File: src/rtl/mul_accumulator_if.sv
// Handshake and result bundle for the product accumulator.
// The source side drives runs and products; the accumulator side reports status and the sum.
interface mul_accumulator_if #(
  parameter int ACC_WIDTH = 16,
  parameter int LEN_WIDTH = 8
);
  logic                 iStart;
  logic [LEN_WIDTH-1:0] iLength;
  logic                 iValid;
  logic [7:0]           iProduct;
  logic                 oReady;
  logic                 oBusy;
  logic                 oDone;
  logic                 oOverflow;
  logic [ACC_WIDTH-1:0] oResult;

  modport master (
    output iStart, iLength, iValid, iProduct,
    input  oReady, oBusy, oDone, oOverflow, oResult
  );

  modport slave (
    input  iStart, iLength, iValid, iProduct,
    output oReady, oBusy, oDone, oOverflow, oResult
  );
endinterface

File: src/rtl/mul_accumulator.sv
// Saturating accumulator for a run of 8-bit products from a 4x4 multiplier stage.
// IDLE -> ACC -> DONE sequencing; every output comes straight from a register.
module mul_accumulator #(
  parameter int ACC_WIDTH = 16,
  parameter int LEN_WIDTH = 8
) (
  input logic Clock,
  input logic Reset,
  mul_accumulator_if.slave bus
);

  typedef enum logic [1:0] {
    IDLE = 2'd0,
    ACC  = 2'd1,
    DONE = 2'd2
  } state_t;

  state_t               r_state;
  logic [ACC_WIDTH-1:0] r_acc;
  logic [LEN_WIDTH-1:0] r_len;
  logic [LEN_WIDTH-1:0] r_cnt;
  logic                 r_ready;
  logic                 r_busy;
  logic                 r_done;
  logic                 r_ovf;

  logic [ACC_WIDTH:0]   w_sum;
  logic [ACC_WIDTH-1:0] w_acc_next;
  logic [LEN_WIDTH-1:0] w_cnt_next;
  logic                 w_accept;
  logic                 w_last;

  // Full-precision sum with one carry bit; the carry marks saturation.
  always_comb begin
    w_sum      = {1'b0, r_acc} + {{(ACC_WIDTH-7){1'b0}}, bus.iProduct};
    w_cnt_next = r_cnt + LEN_WIDTH'(1);
    w_accept   = r_ready & bus.iValid;
    w_last     = (w_cnt_next == r_len);
    if (w_sum[ACC_WIDTH]) begin
      w_acc_next = {ACC_WIDTH{1'b1}};
    end else begin
      w_acc_next = w_sum[ACC_WIDTH-1:0];
    end
  end

  // Run sequencer; status flags are registered alongside the next state.
  always_ff @(posedge Clock) begin
    if (!Reset) begin
      r_state <= IDLE;
      r_acc   <= {ACC_WIDTH{1'b0}};
      r_len   <= {LEN_WIDTH{1'b0}};
      r_cnt   <= {LEN_WIDTH{1'b0}};
      r_ready <= 1'b0;
      r_busy  <= 1'b0;
      r_done  <= 1'b0;
      r_ovf   <= 1'b0;
    end else begin
      case (r_state)
        IDLE: begin
          r_done <= 1'b0;
          if (bus.iStart) begin
            r_len <= bus.iLength;
            r_acc <= {ACC_WIDTH{1'b0}};
            r_cnt <= {LEN_WIDTH{1'b0}};
            r_ovf <= 1'b0;
            if (bus.iLength == {LEN_WIDTH{1'b0}}) begin
              r_state <= DONE;
              r_ready <= 1'b0;
              r_busy  <= 1'b0;
              r_done  <= 1'b1;
            end else begin
              r_state <= ACC;
              r_ready <= 1'b1;
              r_busy  <= 1'b1;
            end
          end else begin
            r_state <= IDLE;
            r_ready <= 1'b0;
            r_busy  <= 1'b0;
          end
        end
        ACC: begin
          // iStart is deliberately ignored while a run is open.
          if (w_accept) begin
            r_acc <= w_acc_next;
            r_ovf <= r_ovf | w_sum[ACC_WIDTH];
            r_cnt <= w_cnt_next;
            if (w_last) begin
              r_state <= DONE;
              r_ready <= 1'b0;
              r_busy  <= 1'b0;
              r_done  <= 1'b1;
            end else begin
              r_state <= ACC;
            end
          end else begin
            r_state <= ACC;
          end
        end
        DONE: begin
          r_state <= IDLE;
          r_ready <= 1'b0;
          r_busy  <= 1'b0;
          r_done  <= 1'b0;
        end
        default: begin
          r_state <= IDLE;
          r_ready <= 1'b0;
          r_busy  <= 1'b0;
          r_done  <= 1'b0;
        end
      endcase
    end
  end

  assign bus.oReady    = r_ready;
  assign bus.oBusy     = r_busy;
  assign bus.oDone     = r_done;
  assign bus.oOverflow = r_ovf;
  assign bus.oResult   = r_acc;

endmodule
File: src/flat_wrapper.sv
// flat-port wrapper written by rule: the top's interface ports become plain ports
module mul_accumulator_flat 
#(
  parameter int ACC_WIDTH = 16,
  parameter int LEN_WIDTH = 8
)
  (Clock, Reset, bus_iStart, bus_iLength, bus_iValid, bus_iProduct, bus_oReady, bus_oBusy, bus_oDone, bus_oOverflow, bus_oResult);
  mul_accumulator_if #(.ACC_WIDTH(ACC_WIDTH), .LEN_WIDTH(LEN_WIDTH)) bus_i ();
  input logic Clock;
  input logic Reset;
  input wire logic [$bits(bus_i.iStart)-1:0] bus_iStart;
  input wire logic [$bits(bus_i.iLength)-1:0] bus_iLength;
  input wire logic [$bits(bus_i.iValid)-1:0] bus_iValid;
  input wire logic [$bits(bus_i.iProduct)-1:0] bus_iProduct;
  output wire logic [$bits(bus_i.oReady)-1:0] bus_oReady;
  output wire logic [$bits(bus_i.oBusy)-1:0] bus_oBusy;
  output wire logic [$bits(bus_i.oDone)-1:0] bus_oDone;
  output wire logic [$bits(bus_i.oOverflow)-1:0] bus_oOverflow;
  output wire logic [$bits(bus_i.oResult)-1:0] bus_oResult;
  assign bus_i.iStart = bus_iStart;
  assign bus_i.iLength = bus_iLength;
  assign bus_i.iValid = bus_iValid;
  assign bus_i.iProduct = bus_iProduct;
  assign bus_oReady = bus_i.oReady;
  assign bus_oBusy = bus_i.oBusy;
  assign bus_oDone = bus_i.oDone;
  assign bus_oOverflow = bus_i.oOverflow;
  assign bus_oResult = bus_i.oResult;
  mul_accumulator #(.ACC_WIDTH(ACC_WIDTH), .LEN_WIDTH(LEN_WIDTH)) u_core (.Clock(Clock), .Reset(Reset), .bus(bus_i));
endmodule
File: config.mk
export PLATFORM = sky130hd
export DESIGN_NAME = mul_accumulator_flat
export DESIGN_NICKNAME = d
export VERILOG_FILES = /design/src/rtl/mul_accumulator_if.sv /design/src/rtl/mul_accumulator.sv /design/src/flat_wrapper.sv
export SDC_FILE = /design/constraint.sdc
export NUM_CORES = 1
export LEC_CHECK = 0
export ABC_CLOCK_PERIOD_IN_PS = 5000
export CORE_ASPECT_RATIO = 1.4
export CORE_UTILIZATION = 53
export DETAILED_ROUTE_END_ITERATION = 8
export GPL_TIMING_DRIVEN = 1
export PLACE_DENSITY_LB_ADDON = 0.15
export REMOVE_ABC_BUFFERS = 1
export SYNTH_ARGS = -nofsm -noshare
export SYNTH_HDL_FRONTEND = slang
export SYNTH_SLANG_ARGS = --single-unit
File: constraint.sdc
create_clock -name Clock -period 5 [get_ports Clock]
set_input_delay 1 -clock Clock [delete_from_list [all_inputs] [get_ports Clock]]
set_output_delay 1 -clock Clock [all_outputs]
set_load 0.01 [all_outputs]
Yosys cells after proc, flatten, opt, wreduce, memory -nomap -nowiden:

Cells that the tools add are included.

* bitwise operators: 2
* reductions and logical operators: 6
* eq/ne operators: 5
* mux-type cells: 25
* $add $sub $neg: 2

Operators with widths (count)
* $mux 16: 3
* $pmux 16 s2: 1
* $add 16x8->17: 1
* $mux 8: 2
* $pmux 8 s2: 1
* $mux 1: 10
* $add 8x1->8 const B: 1
* $eq 8x8->1: 1
* $logic_not 8->1: 1
* $mux 2: 4
* $pmux 1 s2: 3
* $ne 2x1->1 const B: 2
* $pmux 2 s2: 1
* $reduce_and 2->1: 2
* $reduce_and 3->1: 1
* $eq 2x1->1 const B: 1
* $logic_not 2->1: 1
* $ne 2x2->1 const B: 1
* $reduce_bool 2->1: 1
* $and 1x1->1: 1
* $or 1x1->1: 1

* input bits: 20
* output and inout bits: 20
* word-level logic and storage cells: 47
* register bits after elaboration: 37

Logic depth before layout (Yosys ltp):

Gate-level depths: netlist of the first run.

* depth after elaboration: 5
* depth in mapped cells: 8
* mapped depth without buffers: 7

Least setup slack after synthesis of the first run:

Ideal clock, no wire load.

* path kind: input to register
* start point: in bus_iProduct[0]
* end point: reg u_core.r_acc[1], in the netlist u_core.bus.oResult[1]
* data required time: 4.872 ns
* data arrival time: 2.715 ns
* path slack: 2.158 ns
* library setup time: 0.128 ns
* stages on the path: 8
* path buffers: 1
* cell sequence: ha_1 fa_1 a211oi_1 o211ai_2 and4b_1 buf_2 a221oi_1 nor2_1

* word-level cells in the longest chain between the ends: 4

Ends and longest elaborated chain
* from (decl): line flat_wrapper.sv:14 `input wire logic [$bits(bus_i.iProduct)-1:0] bus_iProduct;`
* $add 16x8->17: line mul_accumulator.sv:35 `w_sum = {1'b0, r_acc} + {{(ACC_WIDTH-7){1'b0}}, bus.iProduct};`
* $mux 16: line mul_accumulator.sv:39 `if (w_sum[ACC_WIDTH]) begin`
* $mux 16: line mul_accumulator.sv:84 `if (w_accept) begin`
* $pmux 16 s2: line mul_accumulator.sv:58 `case (r_state)`
* to (signal assigned): line mul_accumulator.sv:50 `r_acc <= {ACC_WIDTH{1'b0}};`
* to (signal assigned): line mul_accumulator.sv:63 `r_acc <= {ACC_WIDTH{1'b0}};`
* to (signal assigned): line mul_accumulator.sv:85 `r_acc <= w_acc_next;`
* to (decl): line mul_accumulator.sv:19 `logic [ACC_WIDTH-1:0] r_acc;`

No other way between the ends. The select of a mux whose other input is x is not followed.
A chain may end at the register's enable or synchronous reset.

Worst setup path after layout of the first run:

* start point: in bus_iProduct[0]
* end point: reg u_core.r_acc[4], in the netlist u_core.bus.oResult[4]

Same word-level chain as after synthesis.

==> results of run 1 <==
-- cell usage after synthesis, types with 2 or more instances --
cell	n	area, um^2
a31oi_1	4	25.02
a221oi_1	7	61.31
or3_1	4	25.02
and4b_1	3	30.03
and3_1	6	37.54
nor3b_1	2	15.01
a21o_1	4	30.03
nor2_1	25	93.84
nor3_1	5	25.02
or4_1	2	15.01
nand3_1	14	70.07
mux2_2	2	22.52
o21ai_0	7	35.03
nand2_1	32	120.1
and2_1	2	12.51
ha_1	9	112.6
buf_2	6	30.03
xnor2_1	6	52.55
nand4_1	4	25.02
clkbuf_1	7	26.28
a211oi_1	5	37.54
a21oi_1	26	130.1
o211ai_1	5	37.54
inv_1	5	18.77
o32ai_1	3	26.28
nor4_1	2	12.51
or2_2	2	12.51
xor2_1	7	61.31
o21ai_1	3	15.01
o21a_1	3	22.52
dfxtp_1	37	740.7
-- flip-flops by register name, indices dropped and copies added (netlist names) --
signal                cells
u_core.bus.oResult       16
u_core.r_cnt              8
u_core.r_len              8
u_core.r_state            2
u_core.bus.oDone          1
u_core.bus.oOverflow      1
u_core.bus.oReady         1
-- path summary, 6_finish.rpt --
check,to,startpoint,depth (start not counted),slack [ns]
worst max-delay path,u_core.bus.oResult[4],bus_iProduct[0],8,1.85
worst max register to register,u_core.bus.oResult[4],u_core.bus.oResult[0],7,2.62
worst min-delay path,u_core.r_len[3],u_core.r_len[3],2,0.47
worst min register to register,u_core.r_len[3],u_core.r_len[3],2,0.47
-- power breakdown --
group          total, mW  internal [mW]  switching [mW]
clock              0.202         0.0966           0.106
combinational     0.0803         0.0378          0.0425
sequential         0.308          0.301         0.00710
total              0.591          0.435           0.155
-- per-layer routing --
layer | global-route usage, % | part of all wire, % | vias to the layer above
met3 | 4.235 | 4.5 | 11
met4 | 10.24 | 2.2 | 0
met1 | 25.35 | 42 | 987
met2 | 43.06 | 51 | 61
li1 | - | - | 1088
met5 | 0 | 0 | -
-- kinds of logic (layout without fill, tap and decap cells) --
logic type,count (synthesis),in the layout
compound gates,81,81
xor+xnor,13,13
fa+ha+maj,10,10
buf+inv,20,54
flops,37,37
mux,3,3
simple gates,110,110
-- cell type report --
type,count,share of cell area (%)
multi-input combinational,217,51.99
sequential,37,27.33
timing repair buffer,41,14.96
clock buffer,6,2.678
tap,43,1.985
inverter,5,0.6925
clock inverter,2,0.3693
-- stage by stage --
stage / std cells / util [%] / cell area (um^2) / setup WS [ns]
6_report: 351 / 67.98 / 2710 / 1.847
5_1_grt: 351 / 67.98 / 2710 / 1.693
2_1_floorplan: 259 / - / 2168 / 2.191
3_5_place_dp: 343 / 65.91 / 2628 / 1.556
3_3_place_gp: 343 / 65.91 / 2628 / 1.584
4_1_cts: 351 / 67.98 / 2710 / 1.836
-- worst register-to-register path, stage by stage (launching register included) --
cell	delay, ns
dfxtp_1	0.33
ha_1	0.24
fa_1	0.43
a211oi_1	0.35
o211ai_2	0.18
and4b_1	0.38
a221oi_1	0.29
nor2_1	0.06
-- cells in the final DEF, fill, tap and decap left out, types with 2 or more instances in the layout --
cell type and count:
a211oi_1 5, a21o_1 4, a21oi_1 26, a221oi_1 7, a31oi_1 4, and2_1 2
and3_1 6, and4b_1 3, buf_4 2, clkbuf_8 5, clkdlybuf4s50_1 39, clkinv_2 2
dfxtp_1 37, ha_1 9, inv_1 5, mux2_2 2, nand2_1 32, nand3_1 14
nand4_1 4, nor2_1 25, nor3_1 5, nor3b_1 2, nor4_1 2, o211ai_1 5
o21a_1 3, o21ai_0 7, o21ai_1 3, o32ai_1 3, or2_2 2, or3_1 4
or4_1 2, xnor2_1 6, xor2_1 7
==> flow_summary.ini, run 1 <==
[clock_network]
cts_setup_buffers = 0
clockBufferDepth = 2
ctsHoldBuffers = 0
clk_latency_ns = 0.29
cts.reportedPaths.clkPinSlew_ns = 0.07
htreeDepth = 2
clkSinkCount = 37
cts_tree = built
cts-root-buf = clkbuf_8
cts.repair.resized = 0
cts_buffers = 5

[floorplan]
start_util_pct = 56.09
core_mm2 = 0.003986
io_pins = 40
rows = 27
dieArea_mm2 = 0.004486
die_h_um = 78.85
fp.dieW_um = 56.90

[cells_and_area]
nNetsFinal = 337
area_growth_pct = 21.21
num-fill-cells = 346
multi_input_area_mm2 = 0.001409
drive_gt1_share_pct = 7.792
final-seq-area_um2 = 740.7
n_antenna_cell = 0

[routing]
ant_nets = 0
drc = 6
wl_um = 5030
drt_first_pass_iters = 6
drtIter0Drc = 115
wl_per_cell_um = 14.33
vias = 2147
post_drt_via_cell_ratio = 6.117

[grt]
grt_overflow_total = 0
grt_pass1_vias = 1932
grt_max_degree = 21
track_usage_pct = 23.29
antenna_found_initial = 0
grt_first_pass_wirelength_um = 8314

[synth]
yosysSeqAreaShare_pct = 33.13
synth_warnings = 0
synth_edf_count = 0
synth.avg_cell_area_um2 = 8.160
synth_adder_area_share_pct = 5.932
synth.distinct_cells = 56
ys_ff_latch = 37
synth-compound-area-share_pct = 25.35
yosys.area_share.simple_pct = 25.18
synth_top_family_by_area = compound AO/OA/AOI/OAI gates
ys.flop_type = dfxtp_1
synth_area_mm2 = 0.002236
syn_inst = 274
async_flop_share_pct = 0
synth-xor-area-share_pct = 5.092
synthMuxAreaShare_pct = 1.455

[sta]
fin_crit_sh_pct = 63.06
max_freq_ghz = 0.3172
skew_ns = 0.006464
min_period_ns = 3.153
rsz0062_at_grt = no
max_slew_margin_pct = 48.82
tns_ns = 0
finalSetupViolCount = 0
timing_hold_violations_final = 0
tightestPinTransition_ns = 0.7669
slew_violations = 0
hold_ws_ns = 0.4665

[power]
p_leak_nw = 1.048
p_per_area_mw_per_mm2 = 217.9
total_power_uw = 590.6
peakVddDrop_mv = 0.1878

[setup_path]
cp_cell_sequence = clkdlybuf4s50_1 > ha_1 > fa_1 > a211oi_1 > o211ai_2 > and4b_1 > a221oi_1 > nor2_1
critPathBufInv = 1
critPathLaunchType = primary input
end_kind = flop
worstSetupPathType = primary input to flop
critical_path_required_ns = 5.15
crit_arrival_ns = 3.31
crit_family = compound AO/OA/AOI/OAI gates
slowest_stage = fa_1
critical_path.max_fanout = 12
slowest_delay_ns = 0.43

[status]
violations = design-rule violations
status = complete, but fails checks

[placement]
dpl.hpwl_um = 3645
port_buffers = 39
place_congestion = 0.8456

[job]
cap_viol_max_count = 0

[hold_path]
hold_path.class = flop to flop
Power figures use the tool's default switching activity.
==> run 2: changes to the inputs <==
--- a/config.mk
+++ b/config.mk
@@ -5,9 +5,9 @@
 export SDC_FILE = /design/constraint.sdc
 export NUM_CORES = 1
 export LEC_CHECK = 0
-export ABC_CLOCK_PERIOD_IN_PS = 5000
+export ABC_CLOCK_PERIOD_IN_PS = 2730
 export CORE_ASPECT_RATIO = 1.4
-export CORE_UTILIZATION = 53
+export CORE_UTILIZATION = 47
 export DETAILED_ROUTE_END_ITERATION = 8
 export GPL_TIMING_DRIVEN = 1
 export PLACE_DENSITY_LB_ADDON = 0.15
==> constraint.sdc (replaced) <==
create_clock -name Clock -period 2.73 [get_ports Clock]
set_input_delay 0.546 -clock Clock [delete_from_list [all_inputs] [get_ports Clock]]
set_output_delay 0.546 -clock Clock [all_outputs]
set_load 0.01 [all_outputs]
==> run 2 against run 1 <==
- the run now ends clean
- sequential power grew 83%
- global-route usage shrank 0.44 points
- critical endpoint is now u_core.bus.oResult[10]
- flip-flop and latch count is the same
- utilization shrank 5.6 points
- combinational power grew 97%
- sequential share of layout area shrank 1.2 points
- final cell count grew 9.1%
- critical path depth grew 1
- highest routed layer unchanged
- clock skew shrank 0.0014 ns
- final area grew 4.4%
==> flow_summary.ini, run 2 (same netlist as run 1, synthesis figures left out) <==
[setup_path]
critPathLaunchType = primary input
end_kind = flop
ff2ff_setup_slack_ns = 0.50
critical_path.max_fanout = 3
slowest_delay_ns = 0.40
cp_cell_sequence = clkdlybuf4s50_1 > ha_1 > fa_1 > a211oi_1 > o211ai_2 > buf_4 > nand4_1 > mux2_2 > a21oi_1
slowest_stage = clkdlybuf4s50_1
critical_path_required_ns = 2.95
worstSetupPathType = primary input to flop
crit_arrival_ns = 2.76

[job]
cap_viol_max_count = 0

[clock_network]
htreeDepth = 2
ctsHoldBuffers = 0
clockBufferDepth = 2
clkSinkCount = 37
cts.reportedPaths.clkPinSlew_ns = 0.07
clk_latency_ns = 0.29
cts_buffers = 5
cts_tree = built
cts-root-buf = clkbuf_8
cts_setup_buffers = 0

[placement]
place_congestion = 0.8481
dpl.hpwl_um = 4005
port_buffers = 39
post-place-ws_ns = -0.1927

[routing]
vias = 2223
drc = 0
wl_um = 5373
ant_nets = 0
wl_per_cell_um = 14.03
post_drt_via_cell_ratio = 5.804
drtIter0Drc = 107
drt_first_pass_iters = 5

[sta]
fin_crit_sh_pct = 93.15
tightestPinTransition_ns = 0.6679
min_period_ns = 2.543
worst_slack_ns = 0.1869
timing_hold_violations_final = 0
rsz0062_at_grt = no
finalSetupViolCount = 0
max_slew_margin_pct = 55.33
skew_ns = 0.005085
slew_violations = 0
max_freq_ghz = 0.3932
hold_ws_ns = 0.4680

[cells_and_area]
area_growth_pct = 26.58
n_antenna_cell = 0
fin_util_pct = 62.40
num-fill-cells = 432
layout_commonest_cell = clkdlybuf4s50_1
largest_reg_flops = 16
drive_gt1_share_pct = 11.21
layout_common_cells = 39 x clkdlybuf4s50_1, 37 x dfxtp_1, 32 x nand2_1
nNetsFinal = 350

[floorplan]
rows = 29
dieArea_mm2 = 0.005041
die_h_um = 83.61
io_pins = 40
core_mm2 = 0.004536
start_util_pct = 49.30
fp.dieW_um = 60.29

[grt]
grt_pass1_vias = 2051
grt_overflow_total = 0
antenna_found_initial = 0
grt_first_pass_wirelength_um = 9045
track_usage_pct = 22.85
grt_max_degree = 19

[power]
peakVddDrop_mv = 0.4212
p_leak_nw = 1.106
p_per_area_mw_per_mm2 = 386.6

[hold_path]
hold_path.class = flop to flop

[status]
status = finished clean
[run 2: cell count changes in the layout (fill, tap and decap cells not counted)]
cell      before  now
and4b_1        3    2
and4b_2        0    1
buf_4          2   15
clkbuf_1       1    3
clkinv_2       2    0
[run 2: final timing paths]
path,to,startpoint,cells past startpoint
setup reg to reg,u_core.bus.oResult[10],u_core.bus.oResult[0],8
setup / recovery,u_core.bus.oResult[10],bus_iProduct[0],9
hold reg to reg,u_core.r_len[1],u_core.r_len[1],2
hold / removal,u_core.r_len[1],u_core.r_len[1],2
[run 2: through the flow]
stage | total power, mW | instance area [um^2] | setup TNS, ns | instances
floorplan | 0.6578 | 2168 | 0 | 259
global placement | 0.7327 | 2749 | -1.480 | 375
detailed placement | 0.7352 | 2749 | -2.024 | 375
CTS | 1.101 | 2829 | 0 | 383
global route | 1.143 | 2830 | 0 | 383
finish | 1.094 | 2830 | 0 | 383
[run 2: critical path: cells and delay by family]
kind	cells	cell delay, ns
AO/OA/AOI/OAI	3	0.63
adder cells (fa/ha/maj)	2	0.60
buffers and inverters	2	0.56
multiplexers	1	0.34
AND/OR/NAND/NOR	1	0.10
[run 2: per-layer routing]
layer | vias to the layer above | GRT usage [%] | share of wire, %
met2 | 47 | 42.26 | 54
met3 | 6 | 3.256 | 2.8
met4 | 0 | 6.765 | 1.5
met1 | 1059 | 25.51 | 42
met5 | - | 0 | 0
li1 | 1111 | - | -
[run 2: report_power, final]
part	internal [mW]	switching [mW]
Combinational	0.0772	0.0810
Clock	0.182	0.190
Sequential	0.551	0.0132
Total	0.810	0.284
[run 2: cell type report]
type	count	area (um^2)	share of cell area (%)
timing repair buffer	54	503.0	17.77
clock buffer	8	80.08	2.829
sequential	37	740.7	26.17
tap	62	77.57	2.741
multi-input combinational	217	1410	49.82
inverter	5	18.77	0.6631
[run 2: repair_timing]
action / in CTS / in global routing
endpoints found under the setup margin: 0 / 6
endpoints found under the hold margin: 0 / 0
gates resized for setup: 0 / 1
